<file path="src/rtl/seg7_pkg.sv">
// Shared types for the multiplexed 7-segment scan controller.
package seg7_pkg;

  localparam int unsigned CodeW = 3;

  typedef enum logic [1:0] {
    StIdle,
    StShow,
    StGap
  } state_e;

  typedef struct packed {
    logic [CodeW-1:0] value;
    logic             blank;
  } digit_t;

endpackage

</file>
<file path="src/rtl/seg7_dwell_timer.sv">
// Loadable down-counter; tc_o is high while the count sits at zero, which marks the
// last cycle of a loaded interval.
module seg7_dwell_timer #(
  parameter int unsigned CntW = 16
) (
  input  logic            clk_i,
  input  logic            rst_i,
  input  logic            clr_i,
  input  logic            load_i,
  input  logic [CntW-1:0] load_val_i,
  output logic            tc_o
);

  logic [CntW-1:0] cnt_q, cnt_d;

  always_comb begin
    cnt_d = cnt_q;
    if (clr_i) begin
      cnt_d = '0;
    end else if (load_i) begin
      cnt_d = load_val_i;
    end else if (cnt_q != '0) begin
      cnt_d = cnt_q - CntW'(1);
    end
  end

  always_ff @(posedge clk_i or posedge rst_i) begin
    if (rst_i) begin
      cnt_q <= '0;
    end else begin
      cnt_q <= cnt_d;
    end
  end

  assign tc_o = (cnt_q == '0);

endmodule

</file>
<file path="src/rtl/seg7_scan_controller.sv">
// Time-multiplexes per-digit 3-bit codes onto one shared decoder, with a blanked gap
// between digits and a tear-free write port into the digit register file.
module seg7_scan_controller
  import seg7_pkg::*;
#(
  parameter int unsigned NUM_DIGITS   = 4,
  parameter int unsigned DWELL_CYCLES = 50000,
  parameter int unsigned GAP_CYCLES   = 500,
  localparam int unsigned IDXW        = $clog2(NUM_DIGITS)
) (
  input  logic                  CLOCK_50,
  input  logic                  RESET,
  input  logic                  enable,
  input  logic                  wr_valid,
  output logic                  wr_ready,
  input  logic [IDXW-1:0]       wr_index,
  input  logic [CodeW-1:0]      wr_value,
  input  logic                  wr_blank,
  output logic [CodeW-1:0]      dec_code,
  output logic                  seg_blank,
  output logic [NUM_DIGITS-1:0] digit_sel,
  output logic [IDXW-1:0]       cur_digit,
  output logic                  frame_tick
);

  localparam int unsigned MaxCyc = (DWELL_CYCLES > GAP_CYCLES) ? DWELL_CYCLES : GAP_CYCLES;
  localparam int unsigned CntW   = $clog2(MaxCyc + 1);
  localparam logic [CntW-1:0] DwellLoad = CntW'(DWELL_CYCLES - 1);
  localparam logic [CntW-1:0] GapLoad   = CntW'(GAP_CYCLES - 1);
  localparam logic [IDXW-1:0] LastDigit = IDXW'(NUM_DIGITS - 1);

  state_e                state_q, state_d;
  logic [IDXW-1:0]       cur_q, cur_d;
  digit_t                digits_q [NUM_DIGITS];
  digit_t                digits_d [NUM_DIGITS];
  logic [CodeW-1:0]      dec_code_q, dec_code_d;
  logic                  seg_blank_q, seg_blank_d;
  logic [NUM_DIGITS-1:0] digit_sel_q, digit_sel_d;
  logic                  frame_tick_q, frame_tick_d;

  logic            advance;
  logic            tmr_clr, tmr_load, tmr_tc;
  logic [CntW-1:0] tmr_load_val;
  logic            wr_in_range, wr_accept;
  digit_t          shown;

  // Never rewrite the digit currently driving the segments.
  assign wr_ready    = !((state_q == StShow) && (wr_index == cur_q));
  assign wr_in_range = ({1'b0, wr_index} < (IDXW + 1)'(NUM_DIGITS));
  assign wr_accept   = wr_valid && wr_ready && wr_in_range;

  always_comb begin
    digits_d = digits_q;
    if (wr_accept) begin
      digits_d[wr_index] = '{value: wr_value, blank: wr_blank};
    end
  end

  seg7_dwell_timer #(
    .CntW(CntW)
  ) u_timer (
    .clk_i      (CLOCK_50),
    .rst_i      (RESET),
    .clr_i      (tmr_clr),
    .load_i     (tmr_load),
    .load_val_i (tmr_load_val),
    .tc_o       (tmr_tc)
  );

  always_ff @(posedge CLOCK_50 or posedge RESET) begin
    if (RESET) begin
      state_q      <= StIdle;
      cur_q        <= '0;
      dec_code_q   <= '0;
      seg_blank_q  <= 1'b1;
      digit_sel_q  <= '0;
      frame_tick_q <= 1'b0;
      for (int unsigned i = 0; i < NUM_DIGITS; i++) begin
        digits_q[i] <= '{value: '0, blank: 1'b1};
      end
    end else begin
      state_q      <= state_d;
      cur_q        <= cur_d;
      dec_code_q   <= dec_code_d;
      seg_blank_q  <= seg_blank_d;
      digit_sel_q  <= digit_sel_d;
      frame_tick_q <= frame_tick_d;
      digits_q     <= digits_d;
    end
  end

  always_comb begin
    state_d      = state_q;
    cur_d        = cur_q;
    advance      = 1'b0;
    tmr_clr      = 1'b0;
    tmr_load     = 1'b0;
    tmr_load_val = DwellLoad;
    if (!enable) begin
      state_d = StIdle;
      cur_d   = '0;
      tmr_clr = 1'b1;
    end else begin
      unique case (state_q)
        StIdle: begin
          state_d  = StShow;
          cur_d    = '0;
          tmr_load = 1'b1;
        end
        StShow: begin
          if (tmr_tc) begin
            tmr_load = 1'b1;
            if (GAP_CYCLES > 0) begin
              state_d      = StGap;
              tmr_load_val = GapLoad;
            end else begin
              advance = 1'b1;
            end
          end
        end
        StGap: begin
          if (tmr_tc) begin
            state_d  = StShow;
            tmr_load = 1'b1;
            advance  = 1'b1;
          end
        end
        default: state_d = StIdle;
      endcase
      if (advance) begin
        cur_d = (cur_q == LastDigit) ? '0 : cur_q + IDXW'(1);
      end
    end
  end

  // Reading digits_d lets a write landing on the advance edge show immediately.
  always_comb begin
    shown        = digits_d[cur_d];
    digit_sel_d  = '0;
    seg_blank_d  = 1'b1;
    dec_code_d   = dec_code_q;
    frame_tick_d = advance && (cur_q == LastDigit);
    if (state_d == StShow) begin
      digit_sel_d = NUM_DIGITS'(1) << cur_d;
      dec_code_d  = shown.value;
      seg_blank_d = shown.blank;
    end
  end

  assign dec_code   = dec_code_q;
  assign seg_blank  = seg_blank_q;
  assign digit_sel  = digit_sel_q;
  assign cur_digit  = cur_q;
  assign frame_tick = frame_tick_q;

endmodule

</file>
<file path="config.mk">
export PLATFORM = sky130hd
export DESIGN_NAME = seg7_scan_controller
export DESIGN_NICKNAME = d
export VERILOG_FILES = /design/src/rtl/seg7_pkg.sv /design/src/rtl/seg7_dwell_timer.sv /design/src/rtl/seg7_scan_controller.sv
export SDC_FILE = /design/constraint.sdc
export NUM_CORES = 1
export LEC_CHECK = 0
export ABC_AREA = 1
export CORE_ASPECT_RATIO = 0.75
export CORE_MARGIN = 1.5
export CORE_UTILIZATION = 58
export DETAILED_ROUTE_END_ITERATION = 6
export GPL_ROUTABILITY_DRIVEN = 1
export PLACE_DENSITY = 0.83
export SKIP_CTS_REPAIR_TIMING = 1
export SYNTH_ARGS = -nofsm -noshare
export SYNTH_HDL_FRONTEND = slang
export SYNTH_SLANG_ARGS = --single-unit
</file>
<file path="constraint.sdc">
create_clock -name CLOCK_50 -period 1.96 [get_ports CLOCK_50]
set_input_delay 0.196 -clock CLOCK_50 [delete_from_list [all_inputs] [get_ports CLOCK_50]]
set_output_delay 0.196 -clock CLOCK_50 [all_outputs]
set_load 0.01 [all_outputs]
</file>
**Word-level counts from Yosys, hierarchy flattened**

Cells that the tools add are included.

- Bits in writable memories: 0
- Memories kept: 0
- Latch bits: 0
- Memory bits (read-only): 0
- Flip-flop bits (word level): 45
- Output and inout bits: 12
- Input port bits: 10

- $lt $le $gt $ge: 3
- Bitwise gates (word level): 2
- Equality and inequality tests: 6
- Add/sub/neg operators: 2
- Multipliers: 0
- Shift operators: 1
- Mux-type cells: 28
- Reductions and logical operators: 9
- Div/mod/pow operators: 0

Operators with widths:

| kind | count |
|---|---|
| two-way mux 16 bit | 6 |
| bitwise mux 16 bit | 1 |
| zero test 16 bit | 1 |
| two-way mux 4 bit | 4 |
| nonzero test 16 bit | 1 |
| subtractor 16 x 1 -> 16 bit, second input constant | 1 |
| two-way mux 2 bit | 7 |
| binary-select mux 4 bit (select 2 bit) | 1 |
| demux 4 bit (select 2 bit) | 1 |
| greater-or-equal comparator 3 bit, second input constant | 2 |
| two-way mux 1 bit | 6 |
| inverter 2 -> 3 bit | 2 |
| one-hot mux 2 bit (3 select lines) | 1 |
| == test 2 x 1 -> 1 bit, second input constant | 2 |
| == test 2 bit, second input constant | 2 |
| logical AND 1 bit | 4 |
| left shift 1 x 2 -> 4 bit, first input constant | 1 |
| < comparator 3 x 1 -> 1 bit, second input constant | 1 |
| inequality test 3 x 1 -> 1 bit, second input constant | 1 |
| adder 2 x 1 -> 2 bit, second input constant | 1 |
| == test 2 bit | 1 |
| zero test 2 bit | 1 |
| one-hot mux 1 bit (2 select lines) | 1 |
| OR reduction 2 bit | 1 |
| zero test 1 bit | 1 |

**Logic depth before layout (Yosys ltp)**

- Depth in word-level cells: 11
- Gate-level depth with buffers: 16
- Gate-level depth less buffers: 15

**Hierarchy**

From an unflattened synthesis, not the netlist that was laid out.

- Cells, all modules: 423
- Area total of the unflattened synthesis: 2960.3 um2

By module, submodules not included:

| module | cells an instance | instances | area each (um2) | seq. area each (um2) |
|---|---|---|---|---|
| seg7_scan_controller | 242 | 1 | 1779.2 | 732.0 |
| seg7_dwell_timer | 181 | 1 | 1181.1 | 400.4 |

**Worst setup path after synthesis**

No wires, ideal clock.

- Path kind: register to register
- Start point: register state_q[1]
- End point: register dec_code_q[1] (netlist: dec_code[1])
- Cell stages (with the launch flop): 17
- Setup slack: 0.156 ns
- Library setup time: 0.116 ns
- Buffers on the path: 1
- Data arrival time: 1.687 ns
- Path through: dfrtp_1 > inv_1 > ha_1 > inv_1 > a21oi_2 > nand3_4 > nand2_4 > inv_2 > buf_6 > nand2_1 > nand2_1 > nand2_1 > nand2_1 > nand2_1 > nand2_1 > nand2_1 > nand2_1

RTL lines:

| element | RTL line | source |
|---|---|---|
| start, declared | seg7_scan_controller.sv:32 | `state_e state_q, state_d;` |
| start signal, assigned | seg7_scan_controller.sv:72 | `state_q <= StIdle;` |
| start signal, assigned | seg7_scan_controller.sv:82 | `state_q <= state_d;` |
| end signal, assigned | seg7_scan_controller.sv:84 | `dec_code_q <= dec_code_d;` |
| end, declared | seg7_scan_controller.sv:36 | `logic [CodeW-1:0] dec_code_q, dec_code_d;` |

==> impl_metrics.ini <==
[run_status]
outcome = finished, final reports clean

[final_layout]
final_nets = 434
final_layout_size_suffix_gt1_share_pct = 24.2
antenna_cells = 0
area_delta_synth_final_pct = 25.3
nFillCells = 309
fin_cells = 475

[drt]
firstDrtPassIters = 5
drtAntennaViolNets = 0
vias = 2671
drt_iter0_drc = 250
drc = 0
routed_via_density = 5.62
wl_per_cell_microns = 15.1
routed_wl_mm = 7.17

[die]
boundaryPins = 22
core_area_sq_mm = 0.00455
initial_utilization_pct = 61.6
chipWidth_microns = 83.2
rows = 21
die-area_sq_mm = 0.00526
die_h_microns = 63.2

[clocking]
cts.path.max_buffers = 2
path_clk_slew_ns = 0.08
numCtsBuffers = 5
cts_htree_levels = 2
clock_latency_ns = 0.29
cts_tree = yes
ctsRootBufferMaster = clkbuf_8
clkSinkCount = 45

[power]
power_uw = 2610
leakagePower_uw = 0.00172
peakVddDrop_mv = 0.453
power_density_mw_per_mm2 = 743

[timing]
fin_skew_ns = 0.00265
drv_slew = 0
fin_crit_sh_pct = 96.7
finalSetupViolations = 0
relSlewSlack_pct = 78.1
tns_ns = 0
period_needed_ns = 1.90
clock.fmax_ghz = 0.527
hold_violations = 0
worst_pin_slew_ns = 0.328

[placed_design]
gp_congestion = 0.943
dp_hpwl_mm = 4.87
dp_cells = 460
port_buffers = 21

[synth]
ys_warn_count = 0
synth_cells = 362
syn_area_per_cell_sq_um = 7.74
yosysSeqAreaShare_pct = 40.4
yosysTopAreaCell = dfrtp_1
synth_top_area_share_pct = 35.7
synth_cell_types = 34
ys_seq_elements = 45
synth.area.top_cells = dfrtp_1, nand2_1, dfstp_2
syn_nets = 379
synth_area_sq_mm = 0.00280

[critical_path]
crit_path_top_delay_cell = dfrtp_1
worstPathArrival_ns = 2.09
r2r-start = state_q[1]$_DFF_PP0_
path_cells = inv_2 -> ha_4 -> inv_2 -> a21oi_2 -> nand3_4 -> buf_4 -> nand3_1 -> nand2_1 -> nand3_1 -> nand2_1 -> nand2_1 -> nand2_1 -> nand2_1 -> nand2_1
path_depth = 14
path_delay_family = simple AND/OR/NAND/NOR gates
cp-endpoint = dec_code[2]$_DFFE_PP0N_
crit_path_max_fanout = 7
r2r-end = dec_code[2]$_DFFE_PP0N_
path_common_cell = nand2_1
startpoint = state_q[1]$_DFF_PP0_
crit_required_ns = 2.15
rrSetupSlack_ns = 0.06
critPathKind = flip-flop to flip-flop
end_kind = flip-flop
max_stage_delay_ns = 0.40
rr_worst_depth = 14
cp-start-kind = flip-flop
cp.buffers_inverters = 3

[worst_hold_path]
min_path_type = input pin to asynchronous set/reset pin

[global_route]
grtUsageTotal_pct = 27.6
grt_pass1_wl_mm = 11.6
grt_pass1_vias = 2370
grt_max_degree = 46
grt_overflow = 0
antenna_found_initial = 0

[job]
maxCapViolCount = 0
synth_stat cells, drive strengths merged:
cell	number
a21oi	9
and3	1
buf	4
clkinv	1
dfrtp	40
dfstp	5
ha	7
inv	38
nand2	136
nand3	25
nand4	6
nor2	39
nor3	10
o211ai	2
o21ai	27
or2	3
xnor2	3
xor2	6
cell type report:
type | count | area, sq um | share of cell area [%]
clock buffers | 7 | 86.3 | 2.46
inverters | 39 | 161 | 4.60
flip-flops and latches | 45 | 1130 | 32.3
well taps | 57 | 71.3 | 2.03
clock inverters | 1 | 30.0 | 0.856
repair buffers | 51 | 467 | 13.3
multi-input cells | 275 | 1560 | 44.5
sequential cells by signal, summed over array words and instances (netlist names):
name and flops:
digits_q 16, u_timer.cnt_q 16, digit_sel 4, dec_code 3
cur_digit 2, state_q 2, frame_tick 1, seg_blank 1
cell usage in the layout (no fill, tap or decap), drive strengths merged, types with 5 or more instances in the layout:
cell,Yosys,routed
buf,4,30
nand2,136,137
o21ai,27,27
a21oi,9,9
ha,7,7
clkdlybuf4s50,0,20
dfstp,5,5
xor2,6,6
nand3,25,25
nor3,10,10
nor2,39,39
dfrtp,40,40
clkbuf,0,7
inv,38,37
nand4,6,6
metal layers:
layer / up-vias / global-route usage, % / wire, microns
met4: 0 / 6.46 / 90
met2: 140 / 40.5 / 3090
li1: 1268 / - / -
met3: 16 / 6.16 / 689
met1: 1247 / 41.5 / 3300
met5: - / 0 / 0
worst register-to-register path, cell delays in order (launching register included):
cell     delay, ns
dfrtp_1       0.40
inv_2         0.10
ha_4          0.14
inv_2         0.06
a21oi_2       0.15
nand3_4       0.18
buf_4         0.19
nand3_1       0.07
nand2_1       0.11
nand3_1       0.13
nand2_1       0.06
nand2_1       0.05
nand2_1       0.05
nand2_1       0.05
nand2_1       0.05
through the flow:
stage          setup slack [ns]  instance area, sq um  hold slack [ns]  utilization, %
6_report                 0.0642                  3510            0.248            77.2
5_1_grt                 -0.0515                  3510            0.272            77.2
4_1_cts                  -0.148                  3360            0.262            74.0
3_5_place_dp             0.0197                  3250            0.475            71.4
3_3_place_gp             0.0470                  3250            0.476            71.4
2_1_floorplan             0.156                  2800            0.361               -
worst min path at each step:
stage | slack [ns] | cells after the start | endpoint | start
after floorplan | 0.36 | 2 | digits_q[10]$_DFF_PP0_ | wr_valid
after global placement | 0.48 | 2 | u_timer.cnt_q[1]$_DFFE_PP0P_ | u_timer.cnt_q[1]$_DFFE_PP0P_
after detailed placement | 0.48 | 2 | dec_code[1]$_DFFE_PP0N_ | dec_code[1]$_DFFE_PP0N_
after CTS | 0.26 | 3 | u_timer.cnt_q[0]$_DFFE_PP0P_ | RESET
after global routing | 0.27 | 3 | u_timer.cnt_q[2]$_DFFE_PP0P_ | RESET
final | 0.25 | 3 | u_timer.cnt_q[0]$_DFFE_PP0P_ | RESET
power breakdown:
part	switching [uW]	leakage, uW	internal [uW]	total [uW]
Clock	306	0.0000585	416	722
Combinational	446	0.00108	308	754
Sequential	80.5	0.000576	1050	1130
cells by family after synthesis:
family                     share of synthesized area (%)
DFF                                                 40.4
AOI/OAI and AO/OA                                   8.98
xor gates and xnor gates                            2.82
buffers and inverters                               7.06
adders and majority gates                           3.13
and+or+nand+nor                                     37.6
(Power assumes the default switching activity.)
